--- config.mk ---
export PLATFORM = sky130hd
export DESIGN_NAME = pe_sram_arb
export DESIGN_NICKNAME = d
export VERILOG_FILES = /design/src/rtl/pe_sram_pkg.sv /design/src/rtl/pe_rr_pick.sv /design/src/rtl/pe_sram_arb.sv
export SDC_FILE = /design/constraint.sdc
export NUM_CORES = 1
export LEC_CHECK = 0
export CORE_AREA = 2 2 128 130
export DETAILED_ROUTE_END_ITERATION = 10
export DIE_AREA = 0 0 130 132
export HOLD_SLACK_MARGIN = 0.02
export PLACE_DENSITY_LB_ADDON = 0.05
export SYNTH_ARGS = -nofsm -noshare
export SYNTH_HDL_FRONTEND = slang
export SYNTH_SLANG_ARGS = --single-unit
--- constraint.sdc ---
create_clock -name clk -period 4.4 [get_ports clk]
set_clock_uncertainty 0.15 [all_clocks]
set_input_delay 0.88 -clock clk [delete_from_list [all_inputs] [get_ports clk]]
set_output_delay 0.88 -clock clk [all_outputs]
set_load 0.02 [all_outputs]
--- src/rtl/pe_sram_pkg.sv ---
// Shared types and helpers for the PE SRAM arbiter.
// The state enum is only exercised when PE_SRAM_ARB_LOCK_EN is defined.
package pe_sram_pkg;

    typedef enum logic {
        ARB    = 1'b0,
        LOCKED = 1'b1
    } state_t;

    localparam int PE_DATA_W = 32;
    localparam int STRB_W    = PE_DATA_W / 8;

    // Index width for n entries; never returns less than 1 so a 2-entry
    // arbiter still gets a real pointer bit.
    function automatic int clog2(input int n);
        int r;
        for (r = 1; (1 << r) < n; r++) begin
        end
        return r;
    endfunction

endpackage

--- src/rtl/pe_rr_pick.sv ---
// Combinational round-robin picker: first eligible index searching upward
// from ptr+1 with wrap-around.
module pe_rr_pick
    import pe_sram_pkg::*;
#(
    parameter int N = 4,
    localparam int IW = clog2(N)
) (
    input  logic [N-1:0]  elig,
    input  logic [IW-1:0] ptr,
    output logic [N-1:0]  grant,
    output logic [IW-1:0] winner,
    output logic          any
);

    logic [IW-1:0] idx;

    always_comb begin
        grant  = '0;
        winner = '0;
        any    = 1'b0;
        idx    = '0;
        for (int i = 1; i <= N; i++) begin
            idx = IW'((int'(ptr) + i) % N);
            if (!any && elig[idx]) begin
                any         = 1'b1;
                grant[idx]  = 1'b1;
                winner      = idx;
            end
        end
    end

endmodule

--- src/rtl/pe_sram_arb.sv ---
// Round-robin arbiter sharing one single-port pe_sram between NUM_REQ requesters.
// Define PE_SRAM_ARB_LOCK_EN to add req_lock and the ARB/LOCKED burst FSM.
module pe_sram_arb
    import pe_sram_pkg::*;
#(
    parameter int NUM_REQ  = 4,
    parameter int DATA_W   = 32,
    parameter int ADR_W    = 12,
    parameter int LOCK_MAX = 16,
    localparam int SW = DATA_W / 8,
    localparam int IW = clog2(NUM_REQ)
) (
    input  logic                      clk,
    input  logic                      rst,
    input  logic [NUM_REQ-1:0]        req_valid,
    output logic [NUM_REQ-1:0]        req_ready,
    input  logic [NUM_REQ-1:0]        req_we,
    input  logic [NUM_REQ*ADR_W-1:0]  req_addr,
    input  logic [NUM_REQ*DATA_W-1:0] req_wdata,
    input  logic [NUM_REQ*SW-1:0]     req_wstrb,
`ifdef PE_SRAM_ARB_LOCK_EN
    input  logic [NUM_REQ-1:0]        req_lock,
`endif
    output logic [NUM_REQ-1:0]        rsp_valid,
    output logic [DATA_W-1:0]         rsp_rdata,
    output logic                      sram_en,
    output logic                      sram_we,
    output logic [ADR_W-1:0]          sram_addr,
    output logic [DATA_W-1:0]         sram_wdata,
    output logic [SW-1:0]             sram_wstrb,
    input  logic [DATA_W-1:0]         sram_rdata,
    output state_t                    dbg_state,
    output logic [IW-1:0]             dbg_rr_ptr
);

    // Handshake: an access is accepted when req_valid[i] & req_ready[i]; it
    // always completes and its response pulses on rsp_valid[i] one cycle later,
    // with no backpressure on either side.

    logic [NUM_REQ-1:0] elig;
    logic [NUM_REQ-1:0] grant;
    logic [IW-1:0]      winner;
    logic               any;

    logic [IW-1:0]      rr_ptr_q, rr_ptr_d;
    logic [NUM_REQ-1:0] rsp_valid_q, rsp_valid_d;
    logic [DATA_W-1:0]  rsp_rdata_q, rsp_rdata_d;

    logic               win_we;
    logic [ADR_W-1:0]   win_addr;
    logic [DATA_W-1:0]  win_wdata;
    logic [SW-1:0]      win_wstrb;

`ifdef PE_SRAM_ARB_LOCK_EN
    localparam int CW = clog2(LOCK_MAX + 1);

    state_t         state_q, state_d;
    logic [IW-1:0]  owner_q, owner_d;
    logic [CW-1:0]  lock_cnt_q, lock_cnt_d;
    logic           win_lock;

    assign win_lock = req_lock[winner];

    always_ff @(posedge clk) begin
        if (rst) begin
            state_q    <= ARB;
            owner_q    <= '0;
            lock_cnt_q <= '0;
        end else begin
            state_q    <= state_d;
            owner_q    <= owner_d;
            lock_cnt_q <= lock_cnt_d;
        end
    end

    always_comb begin
        state_d    = state_q;
        owner_d    = owner_q;
        lock_cnt_d = lock_cnt_q;
        case (state_q)
            ARB: begin
                if (any && win_lock && LOCK_MAX > 1) begin
                    state_d    = LOCKED;
                    owner_d    = winner;
                    lock_cnt_d = CW'(1);
                end
            end
            LOCKED: begin
                // Only the owner can win here, so any == an accepted owner beat.
                if (any) begin
                    if (!win_lock || (int'(lock_cnt_q) + 1 >= LOCK_MAX)) begin
                        state_d    = ARB;
                        lock_cnt_d = '0;
                    end else begin
                        lock_cnt_d = lock_cnt_q + CW'(1);
                    end
                end
            end
            default: state_d = ARB;
        endcase
    end

    always_comb begin
        elig = req_valid;
        if (rst) begin
            elig = '0;
        end else if (state_q == LOCKED) begin
            elig = req_valid & (NUM_REQ'(1) << owner_q);
        end
    end

    assign dbg_state = state_q;
`else
    logic unused_lock_max;

    assign unused_lock_max = ^LOCK_MAX;
    assign elig            = rst ? '0 : req_valid;
    assign dbg_state       = ARB;
`endif

    pe_rr_pick #(.N(NUM_REQ)) u_pick (
        .elig   (elig),
        .ptr    (rr_ptr_q),
        .grant  (grant),
        .winner (winner),
        .any    (any)
    );

    always_comb begin
        win_we    = req_we[winner];
        win_addr  = req_addr[winner*ADR_W +: ADR_W];
        win_wdata = req_wdata[winner*DATA_W +: DATA_W];
        win_wstrb = req_wstrb[winner*SW +: SW];
    end

    always_comb begin
        req_ready  = grant;
        sram_en    = any;
        sram_we    = any & win_we;
        sram_addr  = any ? win_addr : '0;
        sram_wdata = any ? win_wdata : '0;
        sram_wstrb = (any && win_we) ? win_wstrb : '0;
    end

    // While locked the winner is always the owner, so following the winner
    // leaves rr_ptr at the owner on exit.
    always_comb begin
        rr_ptr_d    = any ? winner : rr_ptr_q;
        rsp_valid_d = grant;
        rsp_rdata_d = (any && !win_we) ? sram_rdata : rsp_rdata_q;
    end

    always_ff @(posedge clk) begin
        if (rst) begin
            rr_ptr_q    <= IW'(NUM_REQ - 1);
            rsp_valid_q <= '0;
            rsp_rdata_q <= '0;
        end else begin
            rr_ptr_q    <= rr_ptr_d;
            rsp_valid_q <= rsp_valid_d;
            rsp_rdata_q <= rsp_rdata_d;
        end
    end

    assign rsp_valid  = rsp_valid_q;
    assign rsp_rdata  = rsp_rdata_q;
    assign dbg_rr_ptr = rr_ptr_q;

endmodule
# [Yosys cells after proc, flatten, opt, wreduce, memory -nomap -nowiden]
# Index checks and enable logic that the tools add are counted.
# Widths: inputs -> output; s select.
[totals] regBits=38 in_bits=234 out_inout_bits=93
[classes] n_addsub=4 mul=1 magnitude_cmp=9 shift=3 mux=34 bitwise_logic=4 n_reduce_logical=13
[op_table] operator="$shiftx 128x8->32" count=1
[op_table] operator="$shiftx 48x7->12" count=1
[op_table] operator="$mux 32" count=1
[op_table] operator="$mux 4" count=6
[op_table] operator="$shiftx 16x5->4" count=1
[op_table] operator="$lt 2x3->1 const B" count=5
[op_table] operator="$mux 1" count=13
[op_table] operator="$mux 12" count=1
[op_table] operator="$or 4x4->4" count=3
[op_table] operator="$bmux 1 s2" count=5
[op_table] operator="$logic_and 1x1->1" count=9
[op_table] operator="$demux 1 s2" count=4
[op_table] operator="$ge 2x1->1 const B" count=4
[op_table] operator="$mux 2" count=4
[op_table] operator="$add 2x1->2 const B" count=2
[op_table] operator="$add 2x2->2 const B" count=2
[op_table] operator="$logic_not 1->1" count=4
[op_table] operator="$mul 2x2->4 const B" count=1
[op_table] operator="$and 1x1->1" count=1

# [Longest topological paths before layout]
[depth] ltp_word=17 depth_mapped=13 mapped_depth_nobuf=8

# [Hierarchy]
# From an unflattened synthesis, not the netlist that was laid out.
[hier_totals] cells_unflattened=367 hier_area_um2=3870.0
[by_module_without_submodules] mod="pe_sram_arb" instances=1 cells_per_inst=281 area_per_inst_um2=3240.6
[by_module_without_submodules] mod="pe_rr_pick" instances=1 cells_per_inst=86 area_per_inst_um2=629.4

# [Worst setup path after synthesis]
# Ideal clock, no wire load.
[synth_timing] kind="register to output" from="reg rr_ptr_q[0], in the netlist dbg_rr_ptr[0]" to="out sram_wstrb[0]" arrival_ps=3799 required_time_ps=3370 slack_ps=-429 stages_incl_launch_ff=12 cell_sequence="dfxtp_1 > buf_6 > clkinv_1 > clkbuf_1 > ha_1 > or2_2 > o22ai_2 > o21a_1 > buf_4 > xnor2_2 > mux2_2 > a2111oi_1"
[synth_via] elab_chain_cells=17
[synth_lines] item="start: declaration" line_no="pe_sram_arb.sv:45" rtl="logic [IW-1:0] rr_ptr_q, rr_ptr_d;"
[synth_lines] item="start signal: assignment" line_no="pe_sram_arb.sv:155" rtl="rr_ptr_q <= IW'(NUM_REQ - 1);"
[synth_lines] item="start signal: assignment" line_no="pe_sram_arb.sv:159" rtl="rr_ptr_q <= rr_ptr_d;"
[synth_lines] item="branches (longest 16 deep; another with $add 2x1->2)"
[synth_lines] item="$mux 4 *" line_no="pe_sram_arb.sv:142" rtl="sram_wstrb = (any && win_we) ? win_wstrb : '0;"
[synth_lines] item="end: declaration" line_no="pe_sram_arb.sv:30" rtl="output logic [SW-1:0] sram_wstrb,"
# Every way passes the cells marked *. The select of a mux whose other input is x is not followed.

# [Worst setup path in the final report]
[layout_timing] from="in rst" to="out sram_wdata[14]"
[layout_via] elab_chain_cells=15
[layout_lines] item="start: declaration" line_no="pe_sram_arb.sv:14" rtl="input logic rst,"
[layout_lines] item="$mux 4 *" line_no="pe_sram_arb.sv:117" rtl="assign elig = rst ? '0 : req_valid;"
[layout_lines] item="$bmux 1 s2" line_no="pe_rr_pick.sv:25" rtl="if (!any && elig[idx]) begin"
[layout_lines] item="$mux 1 (implied by the code)" line_no="pe_rr_pick.sv:25"
[layout_lines] item="$mux 1" line_no="pe_rr_pick.sv:25"
[layout_lines] item="$logic_not 1->1" line_no="pe_rr_pick.sv:25"
[layout_lines] item="$logic_and 1x1->1" line_no="pe_rr_pick.sv:25"
[layout_lines] item="$mux 1" line_no="pe_rr_pick.sv:25"
[layout_lines] item="$logic_not 1->1" line_no="pe_rr_pick.sv:25"
[layout_lines] item="$logic_and 1x1->1" line_no="pe_rr_pick.sv:25"
[layout_lines] item="$mux 1" line_no="pe_rr_pick.sv:25"
[layout_lines] item="$logic_not 1->1" line_no="pe_rr_pick.sv:25"
[layout_lines] item="$logic_and 1x1->1" line_no="pe_rr_pick.sv:25"
[layout_lines] item="$mux 2" line_no="pe_rr_pick.sv:25"
[layout_lines] item="$shiftx 128x8->32" line_no="pe_sram_arb.sv:132" rtl="win_wdata = req_wdata[winner*DATA_W +: DATA_W];"
[layout_lines] item="$mux 32 *" line_no="pe_sram_arb.sv:141" rtl="sram_wdata = any ? win_wdata : '0;"
[layout_lines] item="end: declaration" line_no="pe_sram_arb.sv:29" rtl="output logic [DATA_W-1:0] sram_wdata,"
# Mark *: on every way between the ends. The rest lies on a longest branch, timed or not. The select of a mux whose other input is x is not followed.

==> metrics <==
run status=complete, no violations; sum of overflow across all layers after global routing=0; count of flip-flops with a built-in enable after synthesis=0; worst path bufs/invs=8; internal power consumption=1910 µW; Synthesis Warnings=0; WL final=20000 µm; power share of the clock group=between 10% and 20%; Setup CP Type=input port to output port; largest area contributor in the netlist=sky130_fd_sc_hd__dfxtp_1; root buffer cell=sky130_fd_sc_hd__clkbuf_16; Horiz. Die Dim=roughly 130 µm; post-synthesis cell area=~4300 µm²; layout cells sized above 1=between 20% and 30%; number of diodes added for antenna fixing=0; largest net degree at the start of global routing=39; most common library cell in the layout ignoring fill and taps=sky130_fd_sc_hd__clkdlybuf4s50_1; number of cell instances on the worst register-to-register path=11; detail-routed via count per cell=approximately 5.3; commonest cells after routing, fill and taps aside=sky130_fd_sc_hd__clkdlybuf4s50_1 (271), sky130_fd_sc_hd__buf_4 (68), sky130_fd_sc_hd__nand2_1 (64), sky130_fd_sc_hd__o211ai_1 (53), sky130_fd_sc_hd__dfxtp_1 (37); first-iteration detailed-routing DRC count=roughly 210; Power per Cell Area=between 300 and 400 nW/µm²; std cell rows=46; Max Cap Violations=0; maximum buffer depth of the clock tree=2; total power consumption of the routed design=3310 µW; count of endpoints failing setup in the final report=0; r2r setup slk=roughly 1.3 ns; Final Slew Violations=0; Worst Setup SP=rst; Mapped Cells=around 550; Critical R2R Capture=rsp_rdata[6]; final antenna-violating net count=0; overall die height=132 µm; nature of the critical path startpoint=input port; period utilisation layout=96.8%; CTS tree=built; drt drc=0; ordered list of cells on the worst path=dlygate4sd2_1 > buf_4 > inv_1 > o211ai_1 > buf_4 > a21oi_4 > buf_12 > buf_12 > buf_4 > nand2_1 > a311oi_1 > clkdlybuf4s15_2; register share of total power=15.0%; Least-Margin Pin Slew=approximately 0.6 ns; total clock buffers created by CTS=5; share of async-settable or async-resettable flops after synthesis=0%; CP max stage cell=sky130_fd_sc_hd__a311oi_1; initial cell density of the core=27.1%; TritonCTS Sinks=38; cell count along the critical path=12; Worst-Skew Late Latency=about 0.28 ns; share of power burned in combinational logic=slightly above 70%; number of iterations in the first detailed-routing pass=4; worst stage delay on the critical path=slightly above 0.3 ns; WP data arrival=between 3 and 4 ns; type of the most critical hold path=flop to flop; syn_nets=~800; HPWL after detailed placement=15900 µm; Final Cell Area=8690 µm²; Post-Synthesis Mean Instance Area=around 7.7 µm²; Post-CTS Hold Fix Bufs=0; number of nets in the layout=between 1000 and 1500; reported net switching power=around 1400 µW; endpoint required time on the critical path=3.37 ns; predominant post-synthesis flop cell=sky130_fd_sc_hd__dfxtp_1; clock input transition at the sequential cells of the worst setup and hold paths=around 0.050 ns; Via Count=just under 6000; flops & latches, synth=38; maximum fanout along the worst path=20; total placed instance area=about 8300 µm²; number of H-tree levels=2; IO Pins=~330; Wirelength per Cell=~18 µm; delay-heaviest family, CP=buffers and inverters; area fraction of the dominant cell type after synthesis=between 10% and 20%; kind of capture point of the worst setup path=output port; critical path endpoint=sram_wdata[14]; maximum frequency from static timing analysis=about 230 MHz; number of endpoints with negative hold slack in the final report=0; global-route wire length before repair=just over 30000 µm; register area share after synthesis=~18%; minimum clock period after layout=~4.3 ns; largest cells by area after synthesis=sky130_fd_sc_hd__dfxtp_1 (18%), sky130_fd_sc_hd__o211ai_1 (9.4%), sky130_fd_sc_hd__mux2_2 (8.7%); Core Box Area=roughly 16000 µm²; Final GP Congestion=0.902; number of distinct library cells after synthesis=48; most frequent CP cell=sky130_fd_sc_hd__buf_4; initial antenna violation count=0; area growth from synthesis to final layout=104%; number of global-route vias before repair=around 5900; global-route usage over all layers=approximately 22%; leak pwr=0.00330 µW; maximum vdd drop=0.291 mV; Die Footprint=roughly 17000 µm²; Crit Reg-Reg Startpoint=dbg_rr_ptr[0]; switching share of power=42.4%; IO buf count=325; relative slew slack=59.9%
through the flow:
step	TNS, ns	hold slack [ns]	util, %	worst slack, ns	std cells
global route	-0.0528	0.473	55.3	-0.0528	1117
CTS	-0.0705	0.451	55.3	-0.0705	1117
detailed placement	-20.06	0.432	53.1	-0.499	1107
global placement	-17.82	0.422	53.1	-0.450	1107
finish	0	0.449	55.3	0.139	1117
floorplan	0	0.553	-	0.00778	554
cell usage after synthesis, types with 2 or more instances:
library cell / number
sky130_fd_sc_hd__o211ai_1: 53
sky130_fd_sc_hd__o311ai_1: 14
sky130_fd_sc_hd__dfxtp_1: 38
sky130_fd_sc_hd__nand2b_1: 2
sky130_fd_sc_hd__a311oi_1: 27
sky130_fd_sc_hd__o2111ai_1: 17
sky130_fd_sc_hd__buf_6: 4
sky130_fd_sc_hd__ha_1: 8
sky130_fd_sc_hd__mux2i_1: 5
sky130_fd_sc_hd__o21ai_0: 5
sky130_fd_sc_hd__buf_1: 2
sky130_fd_sc_hd__nand3_1: 17
sky130_fd_sc_hd__mux2i_2: 2
sky130_fd_sc_hd__or2_2: 2
sky130_fd_sc_hd__a211oi_1: 5
sky130_fd_sc_hd__nor2b_1: 32
sky130_fd_sc_hd__and3_1: 17
sky130_fd_sc_hd__inv_1: 21
sky130_fd_sc_hd__clkbuf_1: 49
sky130_fd_sc_hd__a2111oi_1: 4
sky130_fd_sc_hd__mux2_2: 33
sky130_fd_sc_hd__buf_4: 2
sky130_fd_sc_hd__o311ai_0: 3
sky130_fd_sc_hd__buf_2: 9
sky130_fd_sc_hd__and2_1: 33
sky130_fd_sc_hd__nor2_1: 6
sky130_fd_sc_hd__a2111oi_0: 31
sky130_fd_sc_hd__a21oi_1: 23
sky130_fd_sc_hd__a221o_1: 8
sky130_fd_sc_hd__nand2_1: 64
tightest hold or removal path, cell delays in order (launching register included):
cell                      delay [ns]
sky130_fd_sc_hd__dfxtp_1        0.32
sky130_fd_sc_hd__nor2b_1        0.11
sky130_fd_sc_hd__mux2_2         0.14
worst min path at each step:
stage          depth (start not counted)             to          start
3_3_place_gp                           2   rsp_rdata[5]   rsp_rdata[5]
6_report                               2  rsp_rdata[12]  rsp_rdata[12]
2_1_floorplan                          2   rsp_rdata[5]   rsp_rdata[5]
4_1_cts                                2  rsp_rdata[15]  rsp_rdata[15]
5_1_grt                                2  rsp_rdata[21]  rsp_rdata[21]
3_5_place_dp                           2  rsp_rdata[15]  rsp_rdata[15]
sequential cells by signal, indices dropped and copies added (netlist names):
| register | cells |
|---|---|
| rsp_rdata | 32 |
| dbg_rr_ptr | 2 |
| rsp_valid | 4 |
final cells by class:
| class | count | area [µm²] |
|---|---|---|
| clock inverter | 1 | 30.0 |
| multi-input combinational | 427 | 3510 |
| tap | 216 | 270 |
| sequential | 38 | 762 |
| inverter | 23 | 86.3 |
| timing repair buffer | 406 | 3880 |
| clock buffer | 6 | 139 |
| fill | 1448 | 7030 |
routing by layer:
| layer | track usage, % | up-vias | share of wire, % |
|---|---|---|---|
| met1 | 25.9 | 2774 | 40 |
| met2 | 39.4 | 255 | 50 |
| li1 | - | 2830 | - |
| met4 | 6.87 | 0 | 2.8 |
| met3 | 4.42 | 38 | 8.0 |
| met5 | 0 | - | 0 |
kinds of logic (layout without fill, tap and decap cells):
| group | after synthesis | in the layout | synth area share (%) |
|---|---|---|---|
| adder cells (fa/ha/maj) | 8 | 8 | 2.35 |
| XOR/XNOR | 1 | 1 | 0.383 |
| buffers and inverters | 89 | 436 | 9.01 |
| flip-flops | 38 | 38 | 17.9 |
| other | 1 | 1 | 0.0882 |
| AO/OA/AOI/OAI | 196 | 196 | 36.9 |
| AND/OR/NAND/NOR | 179 | 179 | 22.0 |
| multiplexers | 42 | 42 | 11.4 |
timing repair:
| item | CTS | global route |
|---|---|---|
| gates resized for setup | 156 | 83 |
| pin swaps | 5 | 5 |
| cloned | 0 | 0 |
| setup buffers | 3 | 0 |
| endpoints found under the setup margin | 53 | 51 |
power by group through the flow:
stage	clock network, µW	registers, µW	logic [µW]
after CTS	422	499	2400
after global placement	0	501	2380
after detailed placement	0	505	2400
after floorplan	0	638	1110
final	408	498	2400
after global routing	438	510	2560
Power figures use the tool's default switching activity.
